$ cat src/rtl/operand_sel_if.sv
// Handshake bundle for operand_sel_stage: upstream offer, downstream
// result and the sticky select-error flag.
interface operand_sel_if #(
    parameter int W      = 32,
    parameter int NUM_IN = 4
);
    localparam int SEL_W = $clog2(NUM_IN);

    logic [NUM_IN*W-1:0] in_data;
    logic [SEL_W-1:0]    in_sel;
    logic                in_valid;
    logic                in_ready;
    logic [W-1:0]        out_data;
    logic [SEL_W-1:0]    out_sel;
    logic                out_valid;
    logic                out_ready;
    logic                sel_err;

    // The stage itself.
    modport slave (
        input  in_data, in_sel, in_valid, out_ready,
        output in_ready, out_data, out_sel, out_valid, sel_err
    );

    // Whoever drives the stage and consumes its output.
    modport master (
        output in_data, in_sel, in_valid, out_ready,
        input  in_ready, out_data, out_sel, out_valid, sel_err
    );
endinterface

$ cat src/rtl/operand_sel_stage.sv
// Registered N-way operand selector with a 2-entry skid buffer.
// MAIN drives the outputs, SKID absorbs one beat while downstream stalls,
// so in_ready comes straight from a flop. Flush squashes both entries.
module operand_sel_stage #(
    parameter int W      = 32,
    parameter int NUM_IN = 4,
    parameter int SEL_W  = $clog2(NUM_IN)
) (
    input  logic          clk,
    input  logic          rst_n,
    input  logic          flush,
    operand_sel_if.slave  bus
);
    localparam logic [SEL_W:0] NUM_IN_C = (SEL_W+1)'(NUM_IN);

    logic [W-1:0]     r_main_data, r_skid_data;
    logic [SEL_W-1:0] r_main_sel,  r_skid_sel;
    logic             r_main_valid, r_skid_valid;
    logic             r_in_ready;
    logic             r_sel_err;

    logic [W-1:0]     w_sel_data;
    logic             w_sel_ok;
    logic             w_accept;
    logic             w_consume;

    logic [W-1:0]     w_main_data_nxt, w_skid_data_nxt;
    logic [SEL_W-1:0] w_main_sel_nxt,  w_skid_sel_nxt;
    logic             w_main_valid_nxt, w_skid_valid_nxt;

    assign w_sel_ok  = ({1'b0, bus.in_sel} < NUM_IN_C);
    assign w_accept  = bus.in_valid & r_in_ready;
    assign w_consume = r_main_valid & bus.out_ready;

    // Pick the addressed input; an out-of-range select yields zero, never an alias.
    always_comb begin
        // NOTE: every always_comb output gets a default first so no path can infer a latch.
        w_sel_data = '0;
        for (int k = 0; k < NUM_IN; k++) begin
            if (bus.in_sel == SEL_W'(k)) begin
                w_sel_data = bus.in_data[k*W +: W];
            end
        end
    end

    // Next-state of the two entries; FIFO order, no bubble on accept+consume.
    always_comb begin
        w_main_data_nxt  = r_main_data;
        w_main_sel_nxt   = r_main_sel;
        w_main_valid_nxt = r_main_valid;
        w_skid_data_nxt  = r_skid_data;
        w_skid_sel_nxt   = r_skid_sel;
        w_skid_valid_nxt = r_skid_valid;

        if (flush) begin
            // Payload registers keep their value; only the valids are squashed.
            w_main_valid_nxt = 1'b0;
            w_skid_valid_nxt = 1'b0;
        end else if (!r_main_valid) begin
            if (w_accept) begin
                w_main_data_nxt  = w_sel_data;
                w_main_sel_nxt   = bus.in_sel;
                w_main_valid_nxt = 1'b1;
            end
        end else if (w_consume) begin
            if (r_skid_valid) begin
                w_main_data_nxt  = r_skid_data;
                w_main_sel_nxt   = r_skid_sel;
                w_skid_valid_nxt = 1'b0;
            end else if (w_accept) begin
                w_main_data_nxt  = w_sel_data;
                w_main_sel_nxt   = bus.in_sel;
            end else begin
                w_main_valid_nxt = 1'b0;
            end
        end else if (w_accept) begin
            w_skid_data_nxt  = w_sel_data;
            w_skid_sel_nxt   = bus.in_sel;
            w_skid_valid_nxt = 1'b1;
        end
    end

    // Entry state, registered ready and sticky error flag.
    always_ff @(posedge clk or negedge rst_n) begin
        if (!rst_n) begin
            // NOTE: the payload registers are reset too because out_data/out_sel
            // must read zero after reset; this is two words, not a RAM.
            r_main_data  <= '0;
            r_main_sel   <= '0;
            r_main_valid <= 1'b0;
            r_skid_data  <= '0;
            r_skid_sel   <= '0;
            r_skid_valid <= 1'b0;
            r_in_ready   <= 1'b1;
            r_sel_err    <= 1'b0;
        end else begin
            // NOTE: non-blocking assignments so every flop samples pre-edge values.
            r_main_data  <= w_main_data_nxt;
            r_main_sel   <= w_main_sel_nxt;
            r_main_valid <= w_main_valid_nxt;
            r_skid_data  <= w_skid_data_nxt;
            r_skid_sel   <= w_skid_sel_nxt;
            r_skid_valid <= w_skid_valid_nxt;
            r_in_ready   <= !w_skid_valid_nxt;
            if (w_accept && !w_sel_ok) begin
                r_sel_err <= 1'b1;
            end
        end
    end

    assign bus.out_data  = r_main_data;
    assign bus.out_sel   = r_main_sel;
    assign bus.out_valid = r_main_valid;
    assign bus.in_ready  = r_in_ready;
    assign bus.sel_err   = r_sel_err;
endmodule

$ cat src/flat_wrapper.sv
// flat-port wrapper written by rule: the top's interface ports become plain ports
module operand_sel_stage_flat 
#(
    parameter int W      = 32,
    parameter int NUM_IN = 4,
    parameter int SEL_W  = $clog2(NUM_IN)
)
  (clk, rst_n, flush, bus_in_data, bus_in_sel, bus_in_valid, bus_out_ready, bus_in_ready, bus_out_data, bus_out_sel, bus_out_valid, bus_sel_err);
  operand_sel_if #(.W(W), .NUM_IN(NUM_IN)) bus_i ();
  input  logic clk;
  input  logic rst_n;
  input  logic flush;
  input wire logic [$bits(bus_i.in_data)-1:0] bus_in_data;
  input wire logic [$bits(bus_i.in_sel)-1:0] bus_in_sel;
  input wire logic [$bits(bus_i.in_valid)-1:0] bus_in_valid;
  input wire logic [$bits(bus_i.out_ready)-1:0] bus_out_ready;
  output wire logic [$bits(bus_i.in_ready)-1:0] bus_in_ready;
  output wire logic [$bits(bus_i.out_data)-1:0] bus_out_data;
  output wire logic [$bits(bus_i.out_sel)-1:0] bus_out_sel;
  output wire logic [$bits(bus_i.out_valid)-1:0] bus_out_valid;
  output wire logic [$bits(bus_i.sel_err)-1:0] bus_sel_err;
  assign bus_i.in_data = bus_in_data;
  assign bus_i.in_sel = bus_in_sel;
  assign bus_i.in_valid = bus_in_valid;
  assign bus_i.out_ready = bus_out_ready;
  assign bus_in_ready = bus_i.in_ready;
  assign bus_out_data = bus_i.out_data;
  assign bus_out_sel = bus_i.out_sel;
  assign bus_out_valid = bus_i.out_valid;
  assign bus_sel_err = bus_i.sel_err;
  operand_sel_stage #(.W(W), .NUM_IN(NUM_IN), .SEL_W(SEL_W)) u_core (.clk(clk), .rst_n(rst_n), .flush(flush), .bus(bus_i));
endmodule
$ cat config.mk
export PLATFORM = sky130hd
export DESIGN_NAME = operand_sel_stage_flat
export DESIGN_NICKNAME = d
export VERILOG_FILES = /design/src/rtl/operand_sel_if.sv /design/src/rtl/operand_sel_stage.sv /design/src/flat_wrapper.sv
export SDC_FILE = /design/constraint.sdc
export NUM_CORES = 1
export LEC_CHECK = 0
export CAP_MARGIN = 40
export CORE_ASPECT_RATIO = 0.9
export CORE_MARGIN = 2
export CORE_UTILIZATION = 38
export DETAILED_ROUTE_END_ITERATION = 6
export PLACE_DENSITY = 0.78
export SYNTH_ARGS = -nofsm -noshare
export SYNTH_HDL_FRONTEND = slang
export SYNTH_SLANG_ARGS = --single-unit
export TNS_END_PERCENT = 50
$ cat constraint.sdc
create_clock -name clk -period 1.7 [get_ports clk]
set_input_delay 0.34 -clock clk [delete_from_list [all_inputs] [get_ports clk]]
set_output_delay 0.34 -clock clk [all_outputs]
set_load 0.01 [all_outputs]
* Word-level counts from Yosys, hierarchy flattened *
Index checks and enable logic that the tools add are counted.
Widths: inputs -> output; s select.

word-level totals
  flip-flop bits (word level) = 71
  bits in latches = 0
  bits in writable memories = 0
  memory bits (read-only) = 0
  input bits = 135
  output and inout bits = 37
  word-level logic and storage cells = 40
  memories = 0

cells by class
  $add $sub $neg = 0
  multiply operators = 0
  div/mod/pow operators = 0
  order comparisons = 0
  equality and inequality tests = 4
  shift-type cells = 0
  mux-type cells = 21
  bitwise gates (word level) = 4
  reduce and logical (&&, ||, !) cells = 4

operator list
  cell                number
  $mux 32             8
  $mux 1              9
  $mux 2              4
  $eq 2x2->1 const B  2
  $reduce_and 4->1    1
  $and 1x1->1         2
  $eq 2x1->1 const B  1
  $logic_not 2->1     1
  $ne 2x2->1 const B  1
  $not 1->1           2
  $reduce_and 2->1    1
  $logic_not 1->1     1

* Logic depth before layout (Yosys ltp) *
Gate-level depths: netlist of run 1.

  word-level depth = 9
  mapped depth = 5
  gate-level depth less buffers = 3

* Worst setup path before layout of run 1 *
Ideal clock, no wire load.

  path kind = reg-to-reg
  start point = register u_core.r_in_ready (netlist: u_core.bus.in_ready)
  end point = register u_core.r_skid_data[10]
  setup time = 125 ps
  data arrival time = 1710 ps
  required time = 1575 ps
  path slack = -135 ps
  cell stages (with the launch flop) = 6
  path buffers = 2
  period minus slack after synthesis = 1835 ps
  cell sequence = dfstp_2 -> nand2_2 -> or4b_1 -> buf_6 -> buf_12 -> mux2_4

between the ends
  longest elaborated chain between the ends = 2

ends and longest elaborated chain
  what                        line                      text
  start: declaration          operand_sel_stage.sv:19   logic r_in_ready;
  start signal: assignment    operand_sel_stage.sv:104  r_in_ready <= !w_skid_valid_nxt;
  $and 1x1->1                 operand_sel_stage.sv:32   assign w_accept = bus.in_valid & r_in_ready;
  $reduce_and 4->1 (no line)  --
  end signal: assignment      operand_sel_stage.sv:101  r_skid_data <= w_skid_data_nxt;
  end: declaration            operand_sel_stage.sv:16   logic [W-1:0] r_main_data, r_skid_data;

Every way passes these cells.
A chain may end at the register's enable or synchronous reset.

* Final worst setup path of run 1 *
  start point = register u_core.r_in_ready (netlist: u_core.bus.in_ready)
  end point = register u_core.r_skid_data[18]

Same word-level chain as after synthesis.

==> results.md, run 1 <==
- Net Sw Power: 1490 uW
- Post-synthesis net count: ~380
- Largest family of logic cells by synthesized area: multiplexers
- CTS tree: done
- Routed via count: around 2900
- CP max stage cell: dfstp_2
- Met1 WL: between 4000 and 5000 um
- Antenna Nets Post-Route: 0
- Xor and xnor fraction of the mapped netlist area: 0
- Failing checks: negative setup slack
- Diode count: 0
- Cell Area, Synth: between 3000 and 4000 um^2
- Cell family with most CP delay: simple AND/OR/NAND/NOR gates
- Combinational Power Share: 0.288
- Slack of the critical path: -0.0825 ns
- Worst Setup Path Type: reg2reg
- Multiplexer share of the synthesized area: 0.315
- Multi-input gate area: between 1500 and 2000 um^2
- Final Hold Viols: 0
- Adder-cell share of the synthesized area: 0
- Vias in the first global route: roughly 3300
- WHS: ~0.43 ns
- Sequential share of power: 0.386
- Max-slew violations: 0
- Yosys top cell by area: dfrtp_1
- Clock root cell: clkbuf_16
- Dpl ws: -0.556 ns
- Synth area leaders: dfrtp_1 (45%), mux4_2 (19%), mux2_4 (12%)
- Crit-path cells: nand2_2 > or4b_4 > buf_12 > mux2_4
- Final instance area: between 6000 and 7000 um^2
- Worst-path maximum fanout: 17
- Period utilisation layout: 1.05
- Max incr delay on CP: between 0.5 and 0.6 ns
- Tot Pwr: roughly 6200 uW
- CTS max path bufs: 2
- Dominant synthesized flop cell: dfrtp_1
- All-Layer GR Usage: 0.194
- Row cnt: 34
- Syn Inst Count: about 250
- Outcome: finished, violations left
- Final-stage net count: between 500 and 600
- CTS Buf Count: 9
- Register area share after synthesis: 0.460
- Flops & latches, synth: 71
- FFs w/ async S/R, synth: 1.00
- Dpl cell area: between 5000 and 6000 um^2
- WL met3: just under 700 um
- Final min period: approximately 1.8 ns
- Full die area: ~11000 um^2
- Synth top area share: 0.453
- Peak supply drop: about 0.50 mV
- Met2 wire length: between 5000 and 6000 um
- Critical path required time: approximately 1.9 ns
- Top Ports: between 150 and 200
- Commonest non-fill, non-tap cell in the layout: clkdlybuf4s50_1
- First-pass GRT wire length: between 15000 and 20000 um
- Layout Area Growth over Synthesis: 59.8%
- H-tree levels: 3
- Remaining DRCs: 0
- Post-synthesis compound-gate area fraction: 0.113
- Synth warnings: 0
- Number of synthesized flops with an enable pin: 0
- Layout Skew: around 0.005 ns
- Starting Density: 0.395
- Internal: between 4000 and 5000 uW
- Worst hold path type: in2async
- Die Y-Extent: between 90 and 100 um
- Fillers: between 700 and 800
- Vias/cell: 5.26
- Synth cell types: 25
- Final HPWL DP: between 7000 and 8000 um
- GP Congestion: 0.733
- CORE AREA: just under 10000 um^2
- Clock Latency Late Sink: 0.32 ns
- Highest Signal Layer: met4
- WL final: slightly above 10000 um
- Die W: around 110 um
- Arrival time worst endpoint: approximately 2.0 ns
- Total grt overflow: 0
- Startpoint Class: flip-flop
- Most frequent cells in the layout: clkdlybuf4s50_1 (165), dfrtp_1 (70), mux4_2 (32), or2_2 (32), o221a_2 (32)
- Drt initial violations: 43
- Sequential cell area: between 1500 and 2000 um^2
- Synthesized area per cell: around 16 um^2
- # clock sinks: 71
- Setup TNS: -2.36 ns
- Crit path capture type: flip-flop
- Final setup viols: 34
- Initial antenna violation count: 0
- MaxCap Viol Count: 0
- Switching share of total power: 0.241
- LEAKAGE: around 0.0025 uW
- Share of post-route cells with drive strength above 1: 0.398
- Clock share of power: 0.327
- Wire per inst: between 15 and 20 um
- First-pass DRT Iterations: 4
- Crit path buf inv count: 1
- Largest net degree at the start of global routing: 38
- PD cells: ~1000 nW/um^2
- Clock-pin slew on the worst setup and hold paths: around 0.060 ns
- Simple-gate share of the synthesized area: 0.0673
- Port Buf Inserts: 170
- RSZ-0062 raised after global routing: yes
- Achievable Freq: 0.561 GHz
==> logic make-up after synthesis <==
group                  count (synthesis)
AO/OA/AOI/OAI                         41
other                                  1
flip-flops                            71
AND/OR/NAND/NOR                       41
buffers and inverters                 27
multiplexers                          66
==> metrics by stage <==
step | util | instances
finish | 0.631 | 556
CTS | 0.631 | 556
floorplan | - | 247
global placement | 0.594 | 538
detailed placement | 0.594 | 538
global route | 0.631 | 556
==> cells in the mapped netlist, types with 3 or more instances <==
cell	instances
dfrtp_1	70
mux4_2	32
o221a_2	32
or2_2	32
mux2_4	30
clkbuf_1	10
buf_2	8
inv_1	4
mux2_2	4
buf_12	3
nand2b_1	3
==> registers in the layout (all words and copies together), names as in the netlist <==
register / count
u_core.bus.out_valid: 1
u_core.bus.out_sel: 2
u_core.r_skid_sel: 2
u_core.r_skid_data: 32
u_core.bus.out_data: 32
u_core.r_skid_valid: 1
u_core.bus.in_ready: 1
==> area by class of cell <==
class,instances,share of cell area
Timing Repair Buffer,190,0.319
Clock inverter,6,0.0150
Sequential cell,71,0.288
Clock buffer,10,0.0371
Multi-Input combinational cell,149,0.313
Tap cell,126,0.0255
Inverter,4,0.00243
==> power groups by stage <==
stage          clock, uW  sequential (uW)  combinational [uW]
2_1_floorplan          0             2420                 823
3_3_place_gp           0             2380                1740
3_5_place_dp           0             2390                1800
4_1_cts             2050             2380                1800
5_1_grt             2140             2440                1890
6_report            2010             2380                1770
==> per-layer routing <==
metal,up-vias,global-route usage
li1,1332,-
met5,-,0
met4,0,0.0462
met2,104,0.347
met1,1484,0.237
met3,6,0.0413
==> timing repair <==
action,4_1_cts,5_1_grt
pin swaps,0,0
endpoints found under the hold margin,14,0
gates cloned,1,0
endpoints found under the setup margin,36,34
hold buffers,1,0
resized for setup,4,0
buffers inserted,0,0
==> final timing paths <==
kind	start	end	slack, ns	cells past startpoint
min in group clk	u_core.r_skid_sel[1]$_DFFE_PN0P_	u_core.r_skid_sel[1]$_DFFE_PN0P_	0.50	1
max in group asynchronous	rst_n	u_core.bus.in_ready$_DFF_PN1_	0.70	3
min	rst_n	u_core.r_skid_data[25]$_DFFE_PN0P_	0.43	2
min reg2reg	u_core.r_skid_sel[1]$_DFFE_PN0P_	u_core.r_skid_sel[1]$_DFFE_PN0P_	0.50	1
max reg2reg	u_core.bus.in_ready$_DFF_PN1_	u_core.r_skid_data[18]$_DFFE_PN0P_	-0.08	4
max	u_core.bus.in_ready$_DFF_PN1_	u_core.r_skid_data[18]$_DFFE_PN0P_	-0.08	4
==> worst reg2reg max path: stages, from the launching register on <==
cell	delay (ns)
dfstp_2	0.54
nand2_2	0.06
or4b_4	0.54
buf_12	0.20
mux2_4	0.32
(Power assumes the default switching activity.)
==> run 2: changes to the inputs <==
--- a/config.mk
+++ b/config.mk
@@ -9,6 +9,7 @@
 export CORE_ASPECT_RATIO = 0.9
 export CORE_MARGIN = 2
 export CORE_UTILIZATION = 38
+export CTS_BUF_LIST = sky130_fd_sc_hd__clkbuf_16
 export DETAILED_ROUTE_END_ITERATION = 6
 export PLACE_DENSITY = 0.78
 export SYNTH_ARGS = -nofsm -noshare
==> results.md, run 2 (synthesis gave the netlist of run 1 again) <==
- Arrival time worst endpoint: approximately 2 ns
- Tot Pwr: 6160 uW
- Final setup viols: 34
- Crit path buf inv count: 1
- Achievable Freq: roughly 0.56 GHz
- Die W: around 110 um
- Share of post-route cells with drive strength above 1: 0.398
- First-pass GRT wire length: approximately 16000 um
- Starting Density: 0.395
- Final-stage net count: 560
- Commonest non-fill, non-tap cell in the layout: clkdlybuf4s50_1
- Period utilisation layout: 1.05
- Remaining DRCs: 0
- Largest net degree at the start of global routing: 38
- CORE AREA: 9780 um^2
- Routed via count: 2925
- H-tree levels: 3
- PD cells: around 1000 nW/um^2
- Worst hold path type: in2async
- Final core occ: 0.631
- Worst-path maximum fanout: 17
- CTS tree: done
- Post-CTS Setup Inserts: 0
- Peak supply drop: 0.496 mV
- Clock Latency Late Sink: ~0.32 ns
- Crit-path cells: nand2_2 > or4b_4 > buf_12 > mux2_4
- Non-Filler Instances: roughly 560
- First-pass DRT Iterations: 4
- Final Hold Viols: 0
- CTS max path bufs: 2
- Layout Area Growth over Synthesis: 59.8%
- Worst Setup Path Type: reg2reg
- CP max stage cell: dfstp_2
- Most frequent cells in the layout: clkdlybuf4s50_1 (165), dfrtp_1 (70), mux4_2 (32), or2_2 (32), o221a_2 (32)
- Wire per inst: roughly 18 um
- # clock sinks: 71
- Slack of the critical path: -0.0825 ns
- Port Buf Inserts: 170
- CTS Buf Count: 9
- Layout Skew: 0.00520 ns
- Placed Cells: approximately 540
- Initial antenna violation count: 0
- Row cnt: 34
- LEAKAGE: about 0.0025 uW
- Drt initial violations: 44
- Vias in the first global route: 3280
- Antenna Nets Post-Route: 0
- MaxCap Viol Count: 0
- Final HPWL DP: 7440 um
- Clock root cell: clkbuf_16
- Vias/cell: approximately 5.3
- Fillers: roughly 760
- All-Layer GR Usage: 0.194
- Clock-pin slew on the worst setup and hold paths: 0.06 ns
- Cell family with most CP delay: simple AND/OR/NAND/NOR gates
- Crit path capture type: flip-flop
- Die Y-Extent: ~100 um
- Outcome: finished, violations left
- Top Ports: ~170
- Startpoint Class: flip-flop
- Diode count: 0
- Full die area: between 10000 and 15000 um^2
- Failing checks: negative setup slack
- Final min period: roughly 1.8 ns
- RSZ-0062 raised after global routing: yes
- Total grt overflow: 0
- Max-slew violations: 0
- Max incr delay on CP: between 0.5 and 0.6 ns
- Critical path required time: around 1.9 ns
- WL final: a little over 10000 um
- GP Congestion: between 0.7 and 0.8
## run 2: power by group
| group | switching (uW) | internal (uW) |
|---|---|---|
| clock network | 718 | 1290 |
| registers | 242 | 2130 |
| logic | 526 | 1250 |
| total | 1490 | 4670 |
## run 2: what timing repair did
item                                    4_1_cts  5_1_grt
gates resized for setup                       4        0
pin swaps                                     0        0
hold buffers                                  1        0
endpoints found under the hold margin        14        0
gates cloned                                  1        0
endpoints found under the setup margin       36       34
## run 2: metal layers
layer	share of wire	up-vias	global-route usage
met5	0	-	0
met4	0.0066	0	0.0462
met3	0.068	6	0.0413
met2	0.52	104	0.347
met1	0.41	1483	0.237
li1	-	1332	-
## run 2: through the flow
| stage | TNS, ns | instance area, um^2 | setup slack [ns] | hold WS, ns |
|---|---|---|---|---|
| 2_1_floorplan | -4.72 | 3860 | -0.135 | 0.0444 |
| 3_3_place_gp | -23.72 | 5810 | -0.524 | 0.207 |
| 3_5_place_dp | -25.83 | 5810 | -0.556 | 0.214 |
| 4_1_cts | -2.60 | 6170 | -0.0865 | 0.426 |
| 5_1_grt | -3.41 | 6170 | -0.114 | 0.433 |
| 6_report | -2.36 | 6170 | -0.0825 | 0.430 |
## run 2: path summary, 6_finish.rpt
path,start,end,slack (ns),cells past startpoint
max in group asynchronous,rst_n,u_core.bus.in_ready$_DFF_PN1_,0.70,3
hold reg to reg,u_core.r_skid_sel[1]$_DFFE_PN0P_,u_core.r_skid_sel[1]$_DFFE_PN0P_,0.50,1
hold / removal,rst_n,u_core.r_skid_data[25]$_DFFE_PN0P_,0.43,2
min in group clk,u_core.r_skid_sel[1]$_DFFE_PN0P_,u_core.r_skid_sel[1]$_DFFE_PN0P_,0.50,1
setup reg to reg,u_core.bus.in_ready$_DFF_PN1_,u_core.r_skid_data[18]$_DFFE_PN0P_,-0.08,4
setup / recovery,u_core.bus.in_ready$_DFF_PN1_,u_core.r_skid_data[18]$_DFFE_PN0P_,-0.08,4
## run 2: cell type report
class,instances,area (um^2),share of cell area
Multi-Input combinational cell,149,1930,0.313
Timing Repair Buffer,190,1970,0.319
Tap cell,126,158,0.0255
Inverter,4,15.0,0.00243
Clock buffer,9,225,0.0365
Clock inverter,7,96.3,0.0156
Sequential cell,71,1780,0.288
==> run 3: changes to the inputs <==
--- a/config.mk
+++ b/config.mk
@@ -8,10 +8,11 @@
 export CAP_MARGIN = 40
 export CORE_ASPECT_RATIO = 0.9
 export CORE_MARGIN = 2
-export CORE_UTILIZATION = 38
+export CORE_UTILIZATION = 50
 export CTS_BUF_LIST = sky130_fd_sc_hd__clkbuf_16
 export DETAILED_ROUTE_END_ITERATION = 6
-export PLACE_DENSITY = 0.78
+export DONT_BUFFER_PORTS = 1
+export PLACE_DENSITY = 0.69
 export SYNTH_ARGS = -nofsm -noshare
 export SYNTH_HDL_FRONTEND = slang
 export SYNTH_SLANG_ARGS = --single-unit
==> results.md, run 3 (synthesis gave the netlist of run 1 again) <==
- Outcome: finished, violations left
- Failing checks: negative hold slack, negative setup slack
- Startpoint Class: flip-flop
- Top Ports: approximately 170
- Largest net degree at the start of global routing: a little over 70
- Routing usage on met2: 0.360
- Drt initial violations: 66
- Final setup viols: 34
- Switching share of total power: 0.234
- Non-Filler Instances: ~350
- Crit path capture type: flip-flop
- Row cnt: 30
- First-pass DRT Iterations: 4
- Clock root cell: clkbuf_16
- Max incr delay on CP: approximately 0.55 ns
- Arrival time worst endpoint: around 2.0 ns
- Layout Skew: roughly 0.0044 ns
- Clock-pin slew on the worst setup and hold paths: about 0.06 ns
- CTS tree: done
- CTS Buf Count: 9
- Period utilisation layout: 1.03
- Net Sw Power: roughly 1300 uW
- All-Layer GR Usage: 0.209
- CORE AREA: approximately 7500 um^2
- RSZ-0062 raised after global routing: yes
- Routed via count: roughly 2200
- Antenna Nets Post-Route: 0
- GR peak layer: met2
- Final HPWL DP: between 5000 and 6000 um
- CP max stage cell: or4b_4
- Clock Latency Late Sink: ~0.33 ns
- Internal: roughly 4200 uW
- Worst-path maximum fanout: 13
- Multi-input gate area: between 1500 and 2000 um^2
- Share of post-route cells with drive strength above 1: 0.637
- Post-CTS Setup Inserts: 0
- Die Y-Extent: approximately 90 um
- Fillers: around 580
- Setup TNS: -1.26 ns
- First-pass GRT wire length: between 10000 and 15000 um
- Critical path required time: approximately 1.9 ns
- Sequential cell area: about 1800 um^2
- Layout Area Growth over Synthesis: 11.4%
- Met1 usage: 0.242
- Final-stage net count: approximately 380
- Final Hold Viols: a little over 70
- Peak supply drop: around 0.70 mV
- Dpl cell area: 3930 um^2
- Total grt overflow: 0
- Worst Setup Path Type: reg2reg
- Crit-path cells: nand2_2 > or4b_4 > buf_12 > mux2_4
- Achievable Freq: around 0.57 GHz
- Commonest non-fill, non-tap cell in the layout: dfrtp_1
- H-tree levels: 3
- Initial antenna violation count: 1
- Vias in the first global route: ~2500
- Clock share of power: 0.386
- Vias/cell: between 6 and 7
- PD cells: 1280 nW/um^2
- Full die area: about 8500 um^2
- Slack of the critical path: -0.0568 ns
- Max-slew violations: 0
- Most frequent cells in the layout: dfrtp_1 (70), mux4_2 (32), or2_2 (32), o221a_2 (32), mux2_4 (30)
- Die W: between 90 and 100 um
- Placed Cells: 330
- Final min period: 1.76 ns
- Worst hold path type: in2async
- Wire per inst: between 20 and 25 um
- LEAKAGE: between 0.0015 and 0.002 uW
- Final instance area: ~4300 um^2
- Sequential share of power: 0.452
- WL final: 8490 um
- Remaining DRCs: 0
- Flop2flop setup slack: -0.06 ns
- # clock sinks: 71
- WHS: -0.297 ns
- CTS max path bufs: 2
- MaxCap Viol Count: 0
- Combinational Power Share: 0.162
- GR Util met3: 0.0867
- GP Congestion: roughly 0.7
- Port Buf Inserts: 0
- Starting Density: 0.515
-- run 3: cell types whose count changed in the layout (fill, tap and decap cells not counted), sizes merged --
cell           previous run  this run
buf                      22        11
bufinv                    2         3
dlygate4sd2               2         0
dlygate4sd3               1         0
diode                     0         2
clkinvlp                  2         0
clkdlybuf4s50           165         0
inv                       7         5
clkinv                    0         3
-- run 3: timing repair --
item | in CTS | in global routing
gates cloned | 1 | 0
endpoints found under the hold margin | 71 | 71
pin swaps | 0 | 0
gates resized for setup | 3 | 0
endpoints found under the setup margin | 34 | 34
-- run 3: per-layer routing --
layer	routed length [um]	part of all wire
met2	4360	0.51
met4	138	0.016
met1	3320	0.39
met5	0	0
met3	678	0.080
-- run 3: critical path: cells and delay by family (launching register included) --
family / cells / cell delay [ns]
and+or+nand+nor: 2 / 0.60
muxes: 1 / 0.31
buffers and inverters: 1 / 0.20
DFF: 1 / 0.53
-- run 3: path summary, 6_finish.rpt --
| path | cells past startpoint | endpoint | from |
|---|---|---|---|
| hold reg to reg | 1 | u_core.r_skid_data[17]$_DFFE_PN0P_ | u_core.r_skid_data[17]$_DFFE_PN0P_ |
| hold / removal | 0 | u_core.bus.out_data[22]$_DFFE_PN0P_ | rst_n |
| setup / recovery | 4 | u_core.r_skid_data[7]$_DFFE_PN0P_ | u_core.bus.in_ready$_DFF_PN1_ |
| min in group clk | 1 | u_core.bus.out_valid$_DFF_PN0_ | flush |
| setup reg to reg | 4 | u_core.r_skid_data[7]$_DFFE_PN0P_ | u_core.bus.in_ready$_DFF_PN1_ |
| max in group asynchronous | 0 | u_core.bus.in_ready$_DFF_PN1_ | rst_n |
-- run 3: final cells by class --
class,count,share of cell area
timing repair buffer,11,0.0276
tap,96,0.0279
clock inverter,7,0.0262
antenna,2,0.00116
inverter,4,0.00349
multi-input combinational,149,0.448
clock buffer,9,0.0523
sequential,71,0.413
-- run 3: power by group through the flow --
stage / registers (uW) / logic (uW) / clock network (uW)
2_1_floorplan: 2420 / 823 / 0
3_3_place_gp: 2510 / 855 / 0
3_5_place_dp: 2510 / 889 / 0
4_1_cts: 2490 / 896 / 2160
5_1_grt: 2540 / 951 / 2250
6_report: 2490 / 891 / 2130
-- run 3: metrics by stage --
step	power [uW]	setup WS [ns]	util
after floorplan	3250	-0.135	-
final	5510	-0.0568	0.574
after detailed placement	3400	-0.199	0.523
after global routing	5740	-0.0877	0.573
after global placement	3360	-0.182	0.523
after CTS	5550	-0.0501	0.573
